[src/rtl/vga_pattern_sequencer.sv]
// VGA test-pattern sequencer: picks one of four patterns,
// advancing only on frame boundaries, and emits one registered pixel per clock.
module vga_pattern_sequencer #(
    parameter int H_ACTIVE           = 640,
    parameter int V_ACTIVE           = 480,
    parameter int FRAMES_PER_PATTERN = 120
) (
    input  logic        vga_clk,
    input  logic        vga_rst,
    input  logic [9:0]  x_pos,
    input  logic [9:0]  y_pos,
    input  logic        btn_next,
    input  logic        auto_en,
    output logic [11:0] pixel_data,
    output logic [1:0]  pattern_id
);

    typedef enum logic [1:0] {
        PAT_GRAD  = 2'd0,
        PAT_BARS  = 2'd1,
        PAT_CHECK = 2'd2,
        PAT_SOLID = 2'd3
    } pattern_e;

    localparam logic [9:0]  H_LIM      = 10'(H_ACTIVE);
    localparam logic [9:0]  V_LIM      = 10'(V_ACTIVE);
    localparam logic [9:0]  FPP_LAST   = 10'(FRAMES_PER_PATTERN - 1);
    localparam logic [11:0] SOLID_STEP = 12'h111;

    pattern_e    pattern_q, pattern_d;
    logic        pending_q, pending_d;
    logic [9:0]  frame_cnt_q, frame_cnt_d;
    logic [11:0] solid_q, solid_d;
    logic        prev_origin_q, prev_origin_d;
    logic [11:0] pixel_q, pixel_d;

    logic        origin;
    logic        frame_tick;
    logic        auto_expire;
    logic        advance;
    logic        blank;
    logic [2:0]  bar_idx;

    // Frame boundary detection and pattern/counter/solid-colour updates
    always_comb begin
        origin        = (x_pos == 10'd0) && (y_pos == 10'd0);
        frame_tick    = origin && !prev_origin_q;
        auto_expire   = auto_en && (frame_cnt_q == FPP_LAST);
        advance       = frame_tick && (pending_q || btn_next || auto_expire);
        prev_origin_d = origin;

        pattern_d = pattern_q;
        if (advance) begin
            pattern_d = pattern_e'(pattern_q + 2'd1);
        end

        // A tick always consumes any outstanding request, including one
        // arriving in the same cycle.
        pending_d = pending_q || btn_next;
        if (frame_tick) begin
            pending_d = 1'b0;
        end

        frame_cnt_d = frame_cnt_q;
        if (!auto_en || advance) begin
            frame_cnt_d = 10'd0;
        end else if (frame_tick) begin
            frame_cnt_d = frame_cnt_q + 10'd1;
        end

        solid_d = solid_q;
        if (frame_tick) begin
            solid_d = solid_q + SOLID_STEP;
        end
    end

    // Pixel generation, keyed on the pattern that is active after this edge
    always_comb begin
        blank   = (x_pos >= H_LIM) || (y_pos >= V_LIM);
        bar_idx = x_pos[9:7];
        pixel_d = 12'h000;
        unique case (pattern_d)
            PAT_GRAD:  pixel_d = {x_pos[8:5], y_pos[8:5], 4'h0};
            PAT_BARS:  pixel_d = {{4{bar_idx[2]}}, {4{bar_idx[1]}},
                                  {4{bar_idx[0]}}};
            PAT_CHECK: pixel_d = {12{x_pos[5] ^ y_pos[5]}};
            PAT_SOLID: pixel_d = solid_d;
            default:   pixel_d = 12'h000;
        endcase
        if (blank) begin
            pixel_d = 12'h000;
        end
    end

    // State registers with synchronous reset
    always_ff @(posedge vga_clk) begin
        if (vga_rst) begin
            pattern_q     <= PAT_GRAD;
            pending_q     <= 1'b0;
            frame_cnt_q   <= 10'd0;
            solid_q       <= 12'h000;
            prev_origin_q <= 1'b0;
            pixel_q       <= 12'h000;
        end else begin
            pattern_q     <= pattern_d;
            pending_q     <= pending_d;
            frame_cnt_q   <= frame_cnt_d;
            solid_q       <= solid_d;
            prev_origin_q <= prev_origin_d;
            pixel_q       <= pixel_d;
        end
    end

    assign pixel_data = pixel_q;
    assign pattern_id = pattern_q;

endmodule

[config.mk]
export PLATFORM = sky130hd
export DESIGN_NAME = vga_pattern_sequencer
export DESIGN_NICKNAME = d
export VERILOG_FILES = /design/src/rtl/vga_pattern_sequencer.sv
export SDC_FILE = /design/constraint.sdc
export NUM_CORES = 1
export LEC_CHECK = 0
export CAP_MARGIN = 10
export CORE_MARGIN = 2
export CORE_UTILIZATION = 45
export DETAILED_ROUTE_END_ITERATION = 16
export PLACE_DENSITY = 0.73
export SETUP_SLACK_MARGIN = 0.1
export SYNTH_ARGS = -nofsm -noshare
export SYNTH_HDL_FRONTEND = slang
export SYNTH_SLANG_ARGS = --single-unit
export TNS_END_PERCENT = 100
[constraint.sdc]
create_clock -name vga_clk -period 2.07 [get_ports vga_clk]
set_input_delay 0.414 -clock vga_clk [delete_from_list [all_inputs] [get_ports vga_clk]]
set_output_delay 0.414 -clock vga_clk [all_outputs]
set_load 0.02 [all_outputs]
## Word-level counts from Yosys, hierarchy flattened

Cells that the tools add are included.

| cells by class | value |
|---|---|
| reduce and logical (&&, ||, !) cells | 16 |
| $add $sub $neg | 3 |
| bitwise logic cells | 1 |
| $lt $le $gt $ge | 2 |
| mux-type cells | 3 |
| eq/ne operators | 4 |

Operator list:

| kind | count |
|---|---|
| $pmux W12 S4 | 1 |
| $logic_not A10 Y1 | 2 |
| $add A12 B9 Y12 const B | 1 |
| $mux W12 | 1 |
| $add A10 B1 Y10 const B | 1 |
| $eq A10 B7 Y1 const B | 1 |
| $ge A10 B10 Y1 const B | 1 |
| $ge A10 B9 Y1 const B | 1 |
| $reduce_or A2 Y1 | 3 |
| $eq A2 B2 Y1 const B | 2 |
| $logic_and A1 B1 Y1 | 4 |
| $logic_or A1 B1 Y1 | 4 |
| $add A2 B1 Y2 const B | 1 |
| $eq A2 B1 Y1 const B | 1 |
| $logic_not A1 Y1 | 2 |
| $logic_not A2 Y1 | 1 |
| $mux W2 | 1 |
| $xor A1 B1 Y1 | 1 |

| storage, ports and cells | value |
|---|---|
| output and inout bits | 14 |
| bits of input ports | 24 |
| word-level logic and storage cells | 35 |
| bits in registers | 38 |

## Longest topological paths before layout

| depth | value |
|---|---|
| word-level depth | 7 |
| mapped depth | 8 |
| depth with buffers taken out | 7 |

## Least setup slack after synthesis

Ideal clock, no wire load.

| path | value |
|---|---|
| kind | input-to-reg |
| start point | in y_pos[8] |
| end point | reg pixel_q[10], in the netlist pixel_data[10] |
| buffers on the path | 1 |
| setup time | 0.134 ns |
| arrival time | 2.111 ns |
| setup slack | -0.175 ns |
| stages | 6 |
| required time | 1.936 ns |
| cells stage by stage | or3_4 or3_1 buf_6 o311a_4 a2111oi_4 a21oi_1 |

| on the way | value |
|---|---|
| longest elaborated chain between the ends | 7 |
| elaborated cells on any way between the ends | 14 |
| classes of those cells | order compare: 1; eq/ne: 3; mux: 3; reduce/logical: 7 |

Ends and longest elaborated chain:

| item | line | source |
|---|---|---|
| start: declaration | 11 | `input logic [9:0] y_pos,` |
| $logic_not A10 Y1 | 46 | `origin = (x_pos == 10'd0) && (y_pos == 10'd0);` |
| $logic_and A1 B1 Y1 | 46 |  |
| $logic_and A1 B1 Y1 | 47 | `frame_tick = origin && !prev_origin_q;` |
| $logic_and A1 B1 Y1 | 49 | `advance = frame_tick && (pending_q \|\| btn_next \|\| auto_expire);` |
| $mux W2 | 53 | `if (advance) begin` |
| $eq A2 B2 Y1, or another cell as far along | 82 | `unique case (pattern_d)` |
| $pmux W12 S4 | 82 |  |
| end signal: assignment | 110 | `pixel_q <= pixel_d;` |
| end: declaration | 35 | `logic [11:0] pixel_q, pixel_d;` |

Parallel ways exist; a longest one is shown, timed or not.
A chain may end at the register's enable or synchronous reset.

## Worst setup path in the final report

| path | value |
|---|---|
| start point | in x_pos[1] |
| end point | reg pixel_q[11], in the netlist pixel_data[11] |

| on the way | value |
|---|---|
| longest elaborated chain between the ends | 7 |
| elaborated cells on any way between the ends | 14 |
| classes of those cells | order compare: 1; eq/ne: 3; mux: 3; reduce/logical: 7 |

Ends and longest elaborated chain:

| item | line | source |
|---|---|---|
| start: declaration | 10 | `input logic [9:0] x_pos,` |
| $logic_not A10 Y1 | 46 |  |
| $logic_and A1 B1 Y1 | 46 |  |
| $logic_and A1 B1 Y1 | 47 |  |
| $logic_and A1 B1 Y1 | 49 |  |
| $mux W2 | 53 |  |
| $eq A2 B2 Y1, or another cell as far along | 82 |  |
| $pmux W12 S4 | 82 |  |

Parallel ways exist; a longest one is shown, timed or not.

==> run metrics <==
Sw Share=23.5%; switching pwr=333 µW; mux contribution to synthesized area=0.966%; share of cells above drive strength 1=32.1%; peak supply drop=430 µV; post-synthesis register bit count=38; # hold bufs at CTS=0; vias in the first global route=2006; Fin. Hold Viols=0; Post-Route WL=5.92 mm; crit path launch type=input port; site row count=24; share of flip-flops with an asynchronous set or reset=0%; router iterations before antenna repair=4; Cell Area, Synth=2070 µm²; top cell type's share of synthesized area=around 37%; CTS Buffer Depth=2; sequential group share of total power=52.1%; Remaining DRCs=0; Power Density=between 400 and 500 nW/µm²; P_int=1080 µW; CTS tree=yes; Final Max Slew Viols=0; Initial Utilization=47.3%; main combinational cell family by area after synthesis=simple AND/OR/NAND/NOR gates; routed wire length per instance=approximately 15 µm; chip width=71.9 µm; largest fanout on the critical path=7; leakage=0.00120 µW; final std cells w/o fill=392; nets=367; H-tree levels=2; Gate Count Post-Synth=246; sequential element share of the synthesized area=36.7%; total gr overflow=0; worst-skew pair later-pin latency=300 ps; simple logic cell fraction of the synthesized area=between 20% and 30%; combined area of the multi-input logic cells=~1400 µm²; outcome=complete, but fails checks; GRT Total Usage=22.9%; Compound-Gate Fraction of Synth Area=19.3%; hpwl dp=4.19 mm; initial antenna violation count=0; Root Buffer=clkbuf_8; top post-synthesis cells by area=dfxtp_1 37%, a21oi_1 5.8%, xnor2_1 5.5%; first-pass GRT wire length=9.14 mm; fill count=306; Final period util=101%; total die area=between 5000 and 6000 µm²; setup slack at placement=-598 ps; Vias=around 2200; Num CTS Buffers=5; n_diodes=0; post-route minimum period=2090 ps; clk sinks=38; clk_skew=6.36 ps; XOR/XNOR Fraction of Synth Area=9.72%; Critical Setup Path Class=input port to flop; I/O Buffers=37; height of the chip=a little over 70 µm; Synth top cells by count=38 x dfxtp_1, 27 x nor2_1, 24 x a21oi_1; number of max-cap violations=0; largest net degree at the start of global routing=11; core area=between 4000 and 5000 µm²; initial DRC count=200; DP Area=2870 µm²; Top FF cell, synth=dfxtp_1; most frequent cell after synthesis=dfxtp_1; Synth cell types=45; max_slew headroom=between 70% and 80%; Worst-Margin Slew=411 ps; clk slew on worst S/H paths=~70 ps; DR vias/cell=around 5.6; clock share of power=35.8%; Cells after DPL=374; synthesis-to-layout area growth=54.5%; Seq. cell area=~760 µm²; failing checks=setup timing; # IOs=38; Post-Synth Adder-Cell Area=1.21%; Fmax=between 0.4 and 0.5 GHz; TNS Setup=-43.0 ps; Placer Congestion=0.926; syn nets=272; Setup crit end kind=flop; Synth area leader=dfxtp_1; fin area=3200 µm²; Crit path arrival time=2330 ps; HP Class=input port to flop; logic gate share of total power=12.1%; Syn. warnings=0; final-report setup violation count=5; RSZ-0062 raised after global routing=yes; final setup margin=-22.0 ps; ANT nets after route=0; Avg Cell Area, Syn=8.43 µm²; CP Data Required Time=2300 ps; number of flops mapped to enable cells by yosys=0
[cells in the final DEF (no fill, tap or decap), types with 4 or more instances in the layout]
| cell | instances |
|---|---|
| clkdlybuf4s50_1 | 16 |
| nand4_1 | 4 |
| nand2_1 | 22 |
| buf_6 | 10 |
| buf_4 | 50 |
| and3_1 | 4 |
| nor4_4 | 5 |
| nand3_1 | 10 |
| a21oi_1 | 21 |
| inv_1 | 4 |
| dfxtp_1 | 35 |
| nor2_1 | 25 |
| dlygate4sd2_1 | 15 |
| xor2_1 | 10 |
| o21ai_0 | 13 |
| clkbuf_8 | 6 |
| nand2b_1 | 8 |
| xnor2_1 | 12 |
| a31oi_1 | 4 |
[critical path, cell delays in order]
cell	delay, ps
buf_6	90
or3_4	370
or3_4	330
buf_6	140
buf_6	110
nor3_4	220
mux2i_4	390
nand2b_1	110
a21oi_2	140
[path summary, 6_finish.rpt]
path	startpoint	end	slack (ps)	cells after the start
worst max register to register	frame_cnt_q[0]$_SDFFE_PP0N_	pixel_data[5]$_SDFF_PP0_	0	8
worst min-delay path	y_pos[9]	prev_origin_q$_SDFF_PP0_	430	3
worst max-delay path	x_pos[1]	pixel_data[11]$_SDFF_PP0_	-20	9
worst min register to register	frame_cnt_q[6]$_SDFFE_PP0N_	frame_cnt_q[6]$_SDFFE_PP0N_	490	2
[layout make-up]
class	instances	share of cell area (%)
Multi-Input combinational cell	195	44.2
Clock buffer	6	2.58
Timing Repair Buffer	97	26.8
Tap cell	52	2.03
Inverter	4	0.469
Sequential cell	38	23.9
[state kept, by name, indices dropped and copies added (netlist names)]
name           flops
pending_q          1
pattern_id         2
solid_q           12
prev_origin_q      1
pixel_data        12
frame_cnt_q       10
[layer usage]
layer  global-route usage, %  share of wire (%)  vias up
met3                    4.64                5.5       17
met1                    29.5                 44     1016
met2                    36.0                 47       84
met4                    12.4                3.2        0
li1                        -                  -     1069
met5                       0                  0        -
[timing repair]
action | 4_1_cts | 5_1_grt
cloned | 0 | 2
pin swaps | 18 | 20
endpoints found under the setup margin | 37 | 25
setup buffers | 6 | 5
resized for setup | 48 | 22
[power by group through the flow]
stage               Clock (µW)  Sequential (µW)  Combinational, µW
finish                     508              739                171
global route               550              739                183
CTS                        511              739                158
detailed placement           0              756                157
global placement             0              756                156
floorplan                    0              762               49.9
[per-stage QoR]
| step | total power (µW) | hold WS [ps] | util, % |
|---|---|---|---|
| after floorplan | 812 | 453 | - |
| after global placement | 912 | 472 | 65.5 |
| after detailed placement | 913 | 493 | 65.5 |
| after CTS | 1410 | 468 | 70.4 |
| after global routing | 1470 | 451 | 73.1 |
| final | 1420 | 435 | 73.1 |
[cell families (layout without fill, tap and decap cells)]
logic type                 after synthesis  after routing
muxes                                    2              2
xor gates and xnor gates                23             23
adders and majority gates                2              2
and+or+nand+nor                        109            111
buffers and inverters                   15            107
AOI/OAI and AO/OA                       57             57
DFF                                     38             38
Note: power is estimated with default switching activity, not from simulation.
==> edit 1 (config.mk and constraints unchanged) <==
Make the reset (`vga_rst`) asynchronous in one clocked block. Comments in the files are not updated.
--- a/src/rtl/vga_pattern_sequencer.sv
+++ b/src/rtl/vga_pattern_sequencer.sv
@@ -93,7 +93,7 @@
     end
 
     // State registers with synchronous reset
-    always_ff @(posedge vga_clk) begin
+    always_ff @(posedge vga_clk or posedge vga_rst) begin
         if (vga_rst) begin
             pattern_q     <= PAT_GRAD;
             pending_q     <= 1'b0;
Function: differs if vga_rst is asserted again (counterexample within 4 cycles, from zero or initial values and one cycle with vga_rst high); with vga_rst held inactive, the same outputs for 10 cycles.
==> edit 1 against the original RTL <==
  * The run still ends with negative setup slack left
  * Sequential power is 2% higher
  * Wire length increased by 7.9%
  * Core utilization fell by 2.0 points
  * Critical path depth did not move
  * Area after synthesis is 4.0% higher
  * Design area is 3.4% higher
  * Die area rose by 3.8%
  * Synthesized cell count decreased by 11%
  * Power grew 2.0%
  * Worst hold slack gained 52 ps
  * Sequential cell count stayed put
  * Worst setup slack lost 130 ps
  * Critical path type is now register to register
==> edit 1: results (changes against the original RTL) <==
* Layout Skew at 13.4 ps (was 6.36 ps)
* Synth Warn # at 0 (unchanged)
* Final setup viols at 12 (was 5)
* PnR worst setup slack at -153 ps (was -22.0 ps)
* Fin area at 0.00331 sq mm (was 0.00320 sq mm)
* Static Leak at 1.47 nW (was 1.20 nW)
* Syn nets at 246 (was 272)
* Reg clk slew, reported paths at 80 ps
* H-tree depth at 2 (unchanged)
* # port buffers at 37 (unchanged)
* Clock tree buffer depth at 2 (unchanged)
* Status: finished with violations (unchanged)
* Share of post-route cells with drive strength above 1 at 0.402 (was 0.321)
* Post-DP Area at 0.00292 sq mm (was 0.00287 sq mm)
* Commonest cells in the netlist: 38 x dfrtp_1, 19 x nor2_1, 19 x o21ai_0 (was 38 x dfxtp_1, 27 x nor2_1, 24 x a21oi_1)
* DP HPWL at 4120 microns (was 4190 microns)
* CTS Buf Count at 5 (unchanged)
* VDD IR max at 0.371 mV (was 0.430 mV)
* Failing checks: negative setup slack (unchanged)
* FF-to-FF Start: frame_cnt_q[0] (unchanged)
* Switching portion of total power at 0.247 (was 0.235)
* Reg2Reg Depth at 9 (was 8)
* First-pass iteration count of the detailed router at 4 (unchanged)
* GRT Resource Usage Total at 0.257 (was 0.229)
* Async SR Flop Fraction at 1.00 (was 0)
* Post-synthesis sequential area ratio at 0.441 (was 0.367)
* Worst hold path type: register to register (was primary input to register)
* Yosys cell types at 46 (was 45)
* Pin count of the biggest net entering global routing at 39 (was 11)
* Max_slew headroom at 0.676 (was 0.726)
* FILL cells at 329 (was 306)
* Critical Path Fanout Max at 4 (was 7)
* DRT iter0 DRCs at 150 (was 200)
* Reg2reg end: pixel_data[6] (was pixel_data[5])
* Wire length per cell at 17.3 microns (was 15.1 microns)
* Worst setup path category: register to register (was primary input to register)
* Nets at 341 (was 367)
* DR vias at 2,117 (was 2,186)
* Antenna violations before repair at 0 (unchanged)
* First-pass GRT wire length at 10,400 microns (was 9140 microns)
* Worst EP arrival at 2440 ps (was 2330 ps)
* Setup TNS at -1130 ps (was -43.0 ps)
* RD Place Congestion at 0.952 (was 0.926)
* Area contributors post-synth: dfrtp_1 44%, xor2_1 5.7%, o21ai_0 4.4% (was dfxtp_1 37%, a21oi_1 5.8%, xnor2_1 5.5%)
## edit 1: worst min path at each step
stage                start             to  slack (ps)  cells past startpoint
2_1_floorplan  solid_q[11]    solid_q[11]         440                      1
3_3_place_gp   solid_q[11]    solid_q[11]         450                      1
3_5_place_dp   solid_q[11]    solid_q[11]         450                      1
4_1_cts        solid_q[11]    solid_q[11]         480                      1
5_1_grt           x_pos[1]  prev_origin_q         510                      3
6_report       solid_q[11]    solid_q[11]         490                      1
## edit 1: metrics by stage
step / worst slack [ps] / hold slack [ps] / instances / total power, W
global placement: -583 / 455 / 350 / 0.000919
CTS: -148 / 476 / 369 / 0.00146
detailed placement: -605 / 452 / 350 / 0.000920
floorplan: 59.5 / 436 / 220 / 0.000815
global route: -205 / 506 / 370 / 0.00151
finish: -153 / 487 / 370 / 0.00145
## edit 1: power groups by stage
stage          clock network, W  registers, W  logic (W)
6_report               0.000538      0.000752   0.000158
5_1_grt                0.000585      0.000752   0.000170
4_1_cts                0.000553      0.000751   0.000152
3_5_place_dp                  0      0.000766   0.000154
3_3_place_gp                  0      0.000766   0.000152
2_1_floorplan                 0      0.000776  0.0000385
## edit 1: critical path: stages (launching register included)
cell	delay [ps]
dfrtp_1	360
ha_2	180
nand4b_1	170
o41a_4	420
nor3_4	220
buf_6	150
mux2i_4	270
buf_6	150
o21ai_2	50
a31oi_1	150
## edit 1: kinds of logic (layout without fill, tap and decap cells)
group | count (synthesis) | in the layout | share of synthesized area
AO/OA/AOI/OAI | 54 | 54 | 0.161
buffers and inverters | 10 | 106 | 0.0232
AND/OR/NAND/NOR | 89 | 89 | 0.244
XOR/XNOR | 22 | 22 | 0.0894
flip-flops | 38 | 38 | 0.441
adder cells (fa/ha/maj) | 2 | 2 | 0.0116
multiplexers | 5 | 5 | 0.0296
## edit 1: repair_timing
action,in CTS,in global routing
endpoints found under the setup margin,26,23
buffers inserted,11,1
pin swaps,30,18
gates resized for setup,70,51
## edit 1: area by class of cell
class	instances	area share
Clock buffer	6	0.0249
Clock inverter	2	0.00378
Inverter	2	0.00227
Multi-Input combinational cell	172	0.420
Sequential cell	38	0.288
Tap cell	54	0.0204
Timing Repair Buffer	96	0.240
## edit 1: metal layers
layer  GRT usage  vias up  share of wire
li1            -      998              -
met1       0.328     1008           0.42
met4       0.134        0          0.038
met5           0        -              0
met3      0.0635       28          0.055
met2       0.401       83           0.48
==> edit 2 (same flow settings) <==
Made on the original files. Change the parameter `H_ACTIVE` from 640 to 320.
--- a/src/rtl/vga_pattern_sequencer.sv
+++ b/src/rtl/vga_pattern_sequencer.sv
@@ -1,7 +1,7 @@
 // VGA test-pattern sequencer: picks one of four patterns,
 // advancing only on frame boundaries, and emits one registered pixel per clock.
 module vga_pattern_sequencer #(
-    parameter int H_ACTIVE           = 640,
+    parameter int H_ACTIVE           = 320,
     parameter int V_ACTIVE           = 480,
     parameter int FRAMES_PER_PATTERN = 120
 ) (
Function: changed (a bounded check fails within 4 cycles, from zero or initial values and one cycle with vga_rst high).
==> edit 2 against the original RTL <==
  * Global-route usage rose by 2.3 points
  * Worst setup slack improved by 76 ps
  * Clock power rose by 6.9%
  * Wire length increased by 8.4%
  * First-iteration DRC count is 15% lower
  * Combinational power fell by 7%
  * Design area shrank 0.43%
  * Die area down 1.6%
  * Maximum frequency rose by 3.7%
  * Sequential cell count is the same
  * Power grew 1.2%
  * Worst hold slack improved by 66 ps
  * Area after synthesis fell by 1.8%
==> edit 2: results (changes against the original RTL) <==
* Status: completed (was finished with violations)
* Commonest cells in the netlist: 38 x dfxtp_1, 34 x nor2_1, 17 x nand2_1 (was 38 x dfxtp_1, 27 x nor2_1, 24 x a21oi_1)
* First-pass iteration count of the detailed router at 5 (was 4)
* Reg clk slew, reported paths at 80 ps
* Post-synthesis sequential area ratio at 0.373 (was 0.367)
* Area contributors post-synth: dfxtp_1 37%, xnor2_1 6.9%, nor2_1 6.3% (was dfxtp_1 37%, a21oi_1 5.8%, xnor2_1 5.5%)
* Final WL at 6420 microns (was 5920 microns)
* Syn nets at 274 (was 272)
* Vias in the first global route at 2,219 (was 2,006)
* Synth Warn # at 0 (unchanged)
* Largest stage delay, worst path at 380 ps
* # port buffers at 37 (unchanged)
* CTS Buf Count at 5 (unchanged)
* Clock root cell: clkbuf_8 (unchanged)
* Cell family with most CP delay: simple AND/OR/NAND/NOR gates (unchanged)
* DR vias at 2,275 (was 2,186)
* Nets at 373 (was 367)
* VDD IR max at 0.367 mV (was 0.430 mV)
* H-tree depth at 2 (unchanged)
* Static Leak at 1.25 nW (was 1.20 nW)
* Pin count of the biggest net entering global routing at 18 (was 11)
* Antenna Cells at 0 (unchanged)
* Clk Latency, worst-skew pair at 300 ps (about the same)
* Crit-path slowest cell: or3_4 (was mux2i_4)
* Async SR Flop Fraction at 0 (unchanged)
* GRT Resource Usage Total at 0.252 (was 0.229)
* DRT iter0 DRCs at 170 (was 200)
* Antenna violations before repair at 0 (unchanged)
* RD Place Congestion at 0.849 (was 0.926)
* Max_slew headroom at 0.709 (was 0.726)
* Critical Path Fanout Max at 4 (was 7)
* Placed cell count at 378 (was 374)
* Synth Instances at 248 (was 246)
* Post-DP Area at 0.00283 sq mm (was 0.00287 sq mm)
* Wire length per cell at 16.0 microns (was 15.1 microns)
* FILL cells at 312 (was 306)
* Layout Skew at 5.10 ps (was 6.36 ps)
* Setup TNS at 0 ps (was -43.0 ps)
* Worst EP arrival at 2240 ps (was 2330 ps)
* Clock tree buffer depth at 2 (unchanged)
* DP HPWL at 4410 microns (was 4190 microns)
* Share of post-route cells with drive strength above 1 at 0.382 (was 0.321)
* First-pass GRT wire length at 10,200 microns (was 9140 microns)
* Yosys cell types at 47 (was 45)
* Worst hold path type: register to register (was primary input to register)
==> edit 2: power by group <==
| part | total, W | internal [W] | switching, W |
|---|---|---|---|
| registers | 0.000733 | 0.000732 | 0.00000136 |
| logic | 0.000159 | 0.0000841 | 0.0000746 |
| clock network | 0.000543 | 0.000268 | 0.000275 |
==> edit 2: final cells by class <==
cell class,count,share of cell area
sequential,38,0.243
multi-input combinational,192,0.435
tap,52,0.0204
clock buffer,6,0.0259
timing repair buffer,106,0.267
inverter,4,0.00471
clock inverter,2,0.00392
==> edit 2: worst paths after layout <==
| check | endpoint | slack, ps | start | cells past startpoint |
|---|---|---|---|---|
| setup / recovery | pixel_data[2] | 50 | frame_cnt_q[7] | 6 |
| hold / removal | frame_cnt_q[6] | 500 | frame_cnt_q[6] | 2 |
| setup reg to reg | pixel_data[2] | 50 | frame_cnt_q[7] | 6 |
| hold reg to reg | frame_cnt_q[6] | 500 | frame_cnt_q[6] | 2 |
==> edit 2: stage by stage <==
stage	setup slack, ps	hold slack (ps)	utilization
after global routing	-13.7	549	0.732
after detailed placement	-527	488	0.650
final	53.6	501	0.732
after floorplan	69.8	466	-
after CTS	37.1	507	0.705
after global placement	-413	478	0.650
==> edit 2: kinds of logic after synthesis <==
logic type,share of synthesized area
DFF,0.373
AOI/OAI and AO/OA,0.188
xor gates and xnor gates,0.116
adders and majority gates,0.0123
buffers and inverters,0.0381
and+or+nand+nor,0.272
==> edit 2: worst min-delay path: stages (launching register included) <==
cell and delay [ps]:
dfxtp_1 330, o21ai_0 70, a21oi_1 60
==> edit 2: timing repair <==
| action | in CTS | in global routing |
|---|---|---|
| cloned | 1 | 0 |
| buffers inserted | 9 | 6 |
| hold buffers | 0 | 0 |
| resized for setup | 65 | 53 |
| endpoints found under the setup margin | 34 | 28 |
| pin swaps | 17 | 25 |
==> edit 2: per-layer routing <==
metal,routed length [microns],GRT usage,vias up
met5,0,0,-
met4,174,0.105,0
met3,387,0.0506,20
met2,3200,0.450,111
met1,2650,0.294,1063
li1,-,-,1081
